[src/rtl/vcdemux_buf.sv]
`default_nettype none
// ============================================================================
// Module      : vcdemux_buf
// Description : Receive end of a 2-VC credit-based link. Steers each incoming
//               flit by its VC tag into one of two show-ahead FIFOs, exposes
//               the FIFO heads and returns one registered credit per pop.
// Revision    : 1.0  initial release
// ============================================================================
module vcdemux_buf #(
    parameter int DATA_W = 32,
    parameter int DEPTH  = 4,
    parameter int PTR_W  = 2
) (
    input  logic              clk,
    input  logic              rst_,
    input  logic              ivalid,
    input  logic [DATA_W-1:0] idata,
    input  logic              ivch,
    output logic              ovalid0,
    output logic [DATA_W-1:0] odata0,
    input  logic              ideq0,
    output logic              ovalid1,
    output logic [DATA_W-1:0] odata1,
    input  logic              ideq1,
    output logic [1:0]        ocredit,
    output logic [PTR_W:0]    ocnt0,
    output logic [PTR_W:0]    ocnt1,
    output logic              overflow
);

    localparam logic [PTR_W:0] c_FULL = (PTR_W+1)'(DEPTH);

    logic [1:0]              deq_req;
    logic [1:0]              vc_valid;
    logic [1:0]              vc_pop;
    logic [1:0]              vc_ovf;
    logic [1:0][DATA_W-1:0]  vc_head;
    logic [1:0][PTR_W:0]     vc_cnt;

    logic [1:0]              credit_q;
    logic                    overflow_q;

    assign deq_req = {ideq1, ideq0};

    for (genvar n = 0; n < 2; n++) begin : g_vc
        logic [DATA_W-1:0] mem_q [DEPTH];
        logic [PTR_W-1:0]  wr_ptr_q, wr_ptr_d;
        logic [PTR_W-1:0]  rd_ptr_q, rd_ptr_d;
        logic [PTR_W:0]    cnt_q, cnt_d;
        logic              wr_req;
        logic              wr_ok;
        logic              pop;

        assign wr_req = ivalid && (ivch == 1'(n));
        assign pop    = deq_req[n] && (cnt_q != '0);
        // A full FIFO still accepts when its head leaves in the same cycle.
        assign wr_ok  = wr_req && ((cnt_q != c_FULL) || pop);

        // Next-state pointers and occupancy from the accepted write and the pop.
        always_comb begin
            wr_ptr_d = wr_ptr_q;
            rd_ptr_d = rd_ptr_q;
            cnt_d    = cnt_q;
            if (wr_ok) begin
                wr_ptr_d = wr_ptr_q + 1'b1;
            end
            if (pop) begin
                rd_ptr_d = rd_ptr_q + 1'b1;
            end
            case ({wr_ok, pop})
                2'b10:   cnt_d = cnt_q + 1'b1;
                2'b01:   cnt_d = cnt_q - 1'b1;
                default: cnt_d = cnt_q;
            endcase
        end

        // Pointer and occupancy registers.
        always_ff @(posedge clk or negedge rst_) begin
            if (!rst_) begin
                wr_ptr_q <= '0;
                rd_ptr_q <= '0;
                cnt_q    <= '0;
            end else begin
                wr_ptr_q <= wr_ptr_d;
                rd_ptr_q <= rd_ptr_d;
                cnt_q    <= cnt_d;
            end
        end

        // Flit storage; contents are don't-care until written, so no reset.
        always_ff @(posedge clk) begin
            if (wr_ok) begin
                mem_q[wr_ptr_q] <= idata;
            end
        end

        assign vc_valid[n] = (cnt_q != '0);
        assign vc_head[n]  = vc_valid[n] ? mem_q[rd_ptr_q] : '0;
        assign vc_pop[n]   = pop;
        assign vc_ovf[n]   = wr_req && !wr_ok;
        assign vc_cnt[n]   = cnt_q;
    end

    // One-cycle credit pulse per pop, and the sticky dropped-flit flag.
    always_ff @(posedge clk or negedge rst_) begin
        if (!rst_) begin
            credit_q   <= 2'b00;
            overflow_q <= 1'b0;
        end else begin
            credit_q   <= vc_pop;
            overflow_q <= overflow_q | (|vc_ovf);
        end
    end

    assign ovalid0  = vc_valid[0];
    assign odata0   = vc_head[0];
    assign ocnt0    = vc_cnt[0];
    assign ovalid1  = vc_valid[1];
    assign odata1   = vc_head[1];
    assign ocnt1    = vc_cnt[1];
    assign ocredit  = credit_q;
    assign overflow = overflow_q;

endmodule
`default_nettype wire
[config.mk]
export PLATFORM = sky130hd
export DESIGN_NAME = vcdemux_buf
export DESIGN_NICKNAME = d
export VERILOG_FILES = /design/src/rtl/vcdemux_buf.sv
export SDC_FILE = /design/constraint.sdc
export NUM_CORES = 1
export LEC_CHECK = 0
export BUFFER_PORTS_ARGS = -buffer_cell sky130_fd_sc_hd__buf_2
export CAP_MARGIN = 0
export CORE_MARGIN = 4
export CORE_UTILIZATION = 50
export DETAILED_ROUTE_END_ITERATION = 12
export PLACE_DENSITY_LB_ADDON = 0.1
export SLEW_MARGIN = 20
export SYNTH_ARGS = -nofsm -noshare
export SYNTH_HDL_FRONTEND = slang
export SYNTH_SLANG_ARGS = --single-unit
[constraint.sdc]
create_clock -name clk -period 2 [get_ports clk]
set_input_delay 0.5 -clock clk [delete_from_list [all_inputs] [get_ports clk]]
set_output_delay 0.5 -clock clk [all_outputs]
set_load 0.02 [all_outputs]
==> results by group, run 1 <==
Run status
  – Outcome: finished, violations left
  – Failing checks: setup timing

Setup path
  – Critical Path AT: 2.06 ns
  – WP buf/inv: 3
  – Worst-path fanout max: 5
  – Worst path max stage delay: 0.50 ns
  – CP max-delay cell: mux4_2
  – CP Cell Sequence: buf_6 > clkbuf_16 > mux4_2 > and2_4 > buf_6
  – Critical path class: register to output pin
  – Crit. End Element: output pin
  – Worst Path Required: 1.50 ns
  – Startpoint Class: register
  – CP dominant cell by count: buf_6
  – Largest delay contributor family on the critical path: multiplexers

Synthesis
  – Post-Syn Instances: 519
  – Largest cells by area after synthesis: edfxtp_1 71%, mux4_2 13%, and2_1 4.2%
  – Seq cells post-synth: 273
  – Area share of the largest cell type after synthesis: 71.4%
  – Yosys cell types: 34
  – Post-Synthesis Cell Area: 0.0108 mm^2
  – Cell taking the most area after synthesis: edfxtp_1
  – Mapped Nets: 567
  – Seq/Total Area, Yosys: 75.3%
  – Synth Area per Inst: 20.8 um^2
  – Synthesis warning total: 0

Global routing
  – Largest net degree at the start of global routing: 34
  – Remaining global-route overflow: 0
  – First-pass GRT wire length: 33200 um
  – GR Util met2: 30.5%
  – GRT busiest layer: met2
  – Number of global-route vias before repair: 5803
  – Met1 Usage GRT: 24.4%
  – Total global routing track utilization: 17.9%
  – Met3 Track Usage GR: 3.64%
  – Initial antenna violation count: 0

Flow run
  – MaxCap Viol Count: 0

Detailed routing
  – DR iter-0 viols: 339
  – Mean routed wirelength per cell: 22.9 um
  – Vias per cell: 5.41
  – Via count: 5405
  – Post-route ant nets: 0
  – First-pass DRT Iterations: 4
  – WL final: 22900 um
  – DRC viols: 0

Final layout
  – Area grow syn2layout: 30.1%
  – Post-layout util: 66.4%
  – Fillers: 1450
  – # diodes: 0
  – Share of cells above drive strength 1: 51.9%
  – Final net count: 751
  – Layout Cells excl Fill: 1000
  – Most common cell after layout, fill and taps aside: edfxtp_1
  – Most frequent cells in the layout: 256 x edfxtp_1, 64 x mux4_2, 61 x buf_6

STA
  – Final period util: 128%
  – Pins Over Slew Limit: 0
  – Worst Slack Setup Final: -0.557 ns
  – Layout Skew: 0.0155 ns
  – Unrepaired setup endpoints after global routing: true
  – Setup violators final: 68
  – Final setup TNS: -31.89 ns
  – Fin. Hold Viols: 0
  – FMAX: 391 MHz
  – Worst Tran Pin Value: 0.422 ns
  – Min Tclk post-route: 2.56 ns
  – Worst slew margin: 71.9%

Floorplanning
  – Row count: 53
  – Placeable core area: 0.0211 mm^2
  – Ports: 113
  – Die width: 155 um
  – Die area: 0.0240 mm^2
  – Initial core utilization: 51.1%
  – Die H: 155 um

Placed design
  – Placed cells: 922
  – Pre-CTS setup slack: -0.110 ns
  – PortBufs: 112
  – Gpl congestion: 0.737
  – HPWL after DPL: 13500 um

CTS
  – TritonCTS clock tree: built
  – H-tree Lvls: 1
  – Reg clk slew, reported paths: 0.06 ns
  – Clock latency on the worst-skew pair: 0.53 ns
  – Clock sinks: 273
  – Clock tree buffer depth: 3
  – Total CTS buffers: 28
  – Clk root buf: clkbuf_16

Pwr
  – Power Density: 1640 mW/mm^2
  – Clock Power Share: 22.9%
  – Seq pwr share: 31.7%
  – Pint: 0.0159 W
  – Sw frac: 30.9%
  – Worst VDD drop: 0.000910 V
  – Leakage: 5.02 nW
  – Combinational Power Share: 45.4%
  – Tot Pwr: 0.0230 W
  – Sw power: 0.00710 W

Min path
  – Hold crit path type: primary input to register
path summary, 6_finish.rpt:
path                                startpoint                    to  slack, ns  cells past startpoint
max in group asynchronous                 rst_   g_vc[1].rd_ptr_q[0]       1.24                      2
min in group asynchronous                 rst_            ocredit[0]       0.43                      2
max                        g_vc[0].rd_ptr_q[0]             odata0[1]      -0.56                      5
max reg2reg                           ocnt1[1]              ocnt1[1]      -0.03                      7
min                                  idata[22]  g_vc[1].mem_q[3][22]       0.24                      1
min reg2reg                           overflow              overflow       0.48                      1
metal layers:
layer | wire length (um) | share of wire (%) | vias to the layer above
li1 | - | - | 2429
met1 | 9410 | 41 | 2806
met2 | 11900 | 52 | 144
met3 | 1240 | 5.4 | 26
met4 | 365 | 1.6 | 0
met5 | 0 | 0 | -
Yosys cell counts (all sizes together):
master     n
edfxtp   256
and2      74
mux4      64
buf       19
dfrtp     17
nand2     13
inv       10
clkbuf     8
ha         8
xnor2      7
a21oi      6
nor2       6
o21ai      4
or3        4
o221ai     3
xor2       3
a311o      2
fa         2
nand3      2
nor4       2
nor4b      2
o2111ai    2
a21boi     1
mux2i      1
nand2b     1
nor2b      1
o21bai     1
kinds of logic (layout without fill, tap and decap cells):
kind of cell    Yosys count  count (layout)  share of synthesized area [%]
xor+xnor                 10              10                          0.813
compound gates           19              19                           1.20
flops                   273             273                           75.3
buf+inv                  37             243                           2.00
fa+ha+maj                10              10                           1.30
mux                      65              65                           13.5
simple gates            105             105                           5.91
power groups by stage:
| stage | clock [W] | combinational, W | sequential [W] |
|---|---|---|---|
| after floorplan | 0 | 0.00487 | 0.00740 |
| after global placement | 0 | 0.00745 | 0.00737 |
| after detailed placement | 0 | 0.00753 | 0.00741 |
| after CTS | 0.00538 | 0.00795 | 0.00729 |
| after global routing | 0.00565 | 0.0110 | 0.00732 |
| final | 0.00527 | 0.0104 | 0.00727 |
repair_timing:
action | CTS | global route
cloned | 0 | 8
hold endpoints to repair | 17 | 0
buffers inserted | 4 | 14
setup endpoints to repair | 194 | 224
hold buffers | 1 | 0
pin swaps | 6 | 54
resized for setup | 32 | 166
registers in the layout, summed over array words and instances (netlist names):
signal / count
ocnt0: 3
ocredit: 2
overflow: 1
g_vc.mem_q: 256
g_vc.wr_ptr_q: 4
ocnt1: 3
g_vc.rd_ptr_q: 4
through the flow:
| step | hold WS, ns | cell area [um^2] |
|---|---|---|
| finish | 0.239 | 14000 |
| global route | 0.229 | 14000 |
| CTS | 0.213 | 13200 |
| detailed placement | 0.460 | 12100 |
| global placement | 0.453 | 12100 |
| floorplan | 0.204 | 10800 |
final cells by class:
cell class | count | area [um^2] | area share [%]
Sequential cell | 273 | 8130 | 58.0
Multi-Input combinational cell | 209 | 2640 | 18.9
Timing Repair Buffer | 181 | 1910 | 13.6
Clock buffer | 41 | 823 | 5.88
Tap cell | 275 | 344 | 2.46
Clock inverter | 11 | 130 | 0.929
Inverter | 10 | 37.5 | 0.268
(Power assumes the default switching activity.)
==> run 2: changes to the inputs <==
--- a/config.mk
+++ b/config.mk
@@ -7,10 +7,10 @@
 export LEC_CHECK = 0
 export BUFFER_PORTS_ARGS = -buffer_cell sky130_fd_sc_hd__buf_2
 export CAP_MARGIN = 0
-export CORE_MARGIN = 4
 export CORE_UTILIZATION = 50
 export DETAILED_ROUTE_END_ITERATION = 12
-export PLACE_DENSITY_LB_ADDON = 0.1
+export MAX_ROUTING_LAYER = met4
+export PLACE_DENSITY = 0.8
 export SLEW_MARGIN = 20
 export SYNTH_ARGS = -nofsm -noshare
 export SYNTH_HDL_FRONTEND = slang
==> results by group, run 2 (synthesis gave the netlist of run 1 again) <==
STA
  – Unrepaired setup endpoints after global routing: true
  – Hold_ws: 0.237 ns (-0.00257 ns)
  – Min Tclk post-route: 2.56 ns (-0.000508 ns)
  – FMAX: 391 MHz (about the same)
  – Setup violators final: 67 (-1.5%)
  – Worst Tran Pin Value: 0.433 ns (+0.0113 ns)
  – Worst Slack Setup Final: -0.556 ns (+0.000508 ns)
  – Fin. Hold Viols: 0 (unchanged)
  – Pins Over Slew Limit: 0 (unchanged)
  – Worst slew margin: 71.1% (-0.75 points)
  – Layout Skew: 0.00983 ns (-0.00567 ns)
  – Final period util: 128% (about the same)

Setup path
  – Critical path class: register to output pin
  – Reg-to-Reg End: ocnt0[2]
  – Worst reg-to-reg setup slack: 0 ns (+0.03 ns)
  – Crit. End Element: output pin
  – Critical Path AT: 2.06 ns (about the same)
  – Worst-path fanout max: 14 (+9)
  – Critical Path Start: g_vc[0].rd_ptr_q[0]
  – Startpoint Class: register
  – Setup crit end: odata0[14]
  – RR Startpoint: ocnt0[2]
  – Worst Path Required: 1.50 ns (about the same)
  – FF-to-FF path depth: 7 (unchanged)

Final layout
  – Max reg flops: 256 (unchanged)
  – Top reg by flops: g_vc.mem_q
  – Most frequent cells in the layout: 256 x edfxtp_1, 73 x buf_2, 64 x mux4_2
  – Layout Cells excl Fill: 991 (-0.90%)
  – Biggest regs: g_vc.mem_q: 256 flops, g_vc.rd_ptr_q: 4 flops, g_vc.wr_ptr_q: 4 flops
  – Most common cell after layout, fill and taps aside: edfxtp_1
  – Share of cells above drive strength 1: 49.5% (-2.4 points)
  – Area grow syn2layout: 27.7%
  – Final net count: 742 (-1.2%)

Placed design
  – HPWL after DPL: 13600 um (+0.75%)
  – Placed cells: 926 (+0.43%)
  – PortBufs: 112 (unchanged)
  – Pre-CTS setup slack: -0.0861 ns (+0.0235 ns)
  – Gpl congestion: 0.799 (+8.5%)

Detailed routing
  – First-pass DRT Iterations: 4 (unchanged)
  – Vias per cell: 5.69 (+5.2%)
  – Mean routed wirelength per cell: 23.3 um (+1.6%)
  – Via count: 5634 (+4.2%)
  – DRC viols: 0 (unchanged)
  – WL final: 23100 um (+0.72%)
  – Post-route ant nets: 0 (unchanged)
  – DR iter-0 viols: 391 (+15%)

Floorplanning
  – Initial core utilization: 51.1% (unchanged)
  – Die area: 0.0221 mm^2 (-7.6%)
  – Die H: 149 um (-3.9%)
  – Placeable core area: 0.0211 mm^2 (unchanged)
  – Ports: 113 (unchanged)
  – Die width: 149 um (-3.9%)
  – Row count: 53 (unchanged)

Flow run
  – MaxCap Viol Count: 0 (unchanged)

Run status
  – Failing checks: setup timing
  – Outcome: finished, violations left

Global routing
  – Initial antenna violation count: 1 (+1)
  – Remaining global-route overflow: 0 (unchanged)
  – Total global routing track utilization: 22.3% (+4.4 points)
  – Number of global-route vias before repair: 6054 (+4.3%)
  – First-pass GRT wire length: 34900 um (+5.2%)
  – Largest net degree at the start of global routing: 34 (unchanged)

CTS
  – H-tree Lvls: 1 (unchanged)
  – Total CTS buffers: 27 (-3.6%)
  – TritonCTS clock tree: built
  – Clock sinks: 273 (unchanged)
  – Clock latency on the worst-skew pair: 0.53 ns (about the same)
  – Clk root buf: clkbuf_16
  – Reg clk slew, reported paths: 0.06 ns (about the same)
  – Clock tree buffer depth: 3 (unchanged)

Min path
  – Hold crit path type: primary input to register

Pwr
  – Power Density: 1630 mW/mm^2 (-0.60%)
  – Worst VDD drop: 0.00129 V (+41%)
  – Leakage: 4.89 nW (-2.6%)
==> run 2: cell count changes in the layout (fill, tap and decap cells not counted), moves of 4 or more <==
cell       change
and2_1        +18
and2_4        -18
buf_2         +18
buf_6         -19
bufinv_16      +5
clkbuf_1       -4
clkbuf_16      -9
==> run 2: stage by stage <==
| stage | TNS, ns | utilization [%] | power, W | cell area (um^2) |
|---|---|---|---|---|
| final | -33.12 | 65.3 | 0.0224 | 13800 |
| after global routing | -36.99 | 65.3 | 0.0233 | 13800 |
| after CTS | -34.35 | 65.1 | 0.0224 | 13700 |
| after detailed placement | -0.522 | 57.7 | 0.0150 | 12200 |
| after global placement | -0.0963 | 57.7 | 0.0147 | 12200 |
| after floorplan | -0.363 | - | 0.0123 | 10800 |
==> run 2: worst min path at each step <==
stage,slack (ns),depth (start not counted),start,endpoint
after floorplan,0.20,0,rst_,g_vc[0].rd_ptr_q[0]
after global placement,0.45,1,rst_,overflow
after detailed placement,0.47,1,rst_,overflow
after CTS,0.23,1,idata[31],g_vc[0].mem_q[3][31]
after global routing,0.23,1,idata[9],g_vc[0].mem_q[3][9]
final,0.24,1,idata[19],g_vc[1].mem_q[0][19]
==> run 2: per-layer routing <==
metal  wire length [um]  vias to the layer above  global-route usage [%]
li1                   -                     2419                       -
met1               8770                     2933                    28.0
met2              12300                      228                    38.4
met3               1530                       54                    3.27
met4                537                        0                    5.56
met5                  0                        -                       -
==> run 2: where the power goes <==
group | internal, W | total (W) | switching [W]
sequential | 0.00700 | 0.00727 | 0.000266
combinational | 0.00483 | 0.00949 | 0.00465
clock | 0.00356 | 0.00566 | 0.00209
==> run 2: final cells by class <==
cell class | instances | area, um^2
flip-flops and latches | 273 | 8130
repair buffers | 173 | 1630
inverters | 10 | 37.5
multi-input cells | 209 | 2620
clock inverters | 17 | 299
fillers | 1371 | 7330
well taps | 275 | 344
diodes | 1 | 2.50
clock buffers | 33 | 708
==> run 2: critical path, stage by stage (launching register included) <==
cell	delay, ns
dfrtp_2	0.44
buf_12	0.20
mux4_2	0.53
and2_1	0.18
buf_2	0.16
==> run 2: repair_timing <==
| action | in CTS | in global routing |
|---|---|---|
| buffers inserted | 9 | 4 |
| endpoints found under the setup margin | 68 | 276 |
| pin swaps | 15 | 6 |
| cloned | 3 | 0 |
| hold buffers | 1 | 0 |
| hold endpoints to repair | 17 | 0 |
| resized for setup | 123 | 23 |
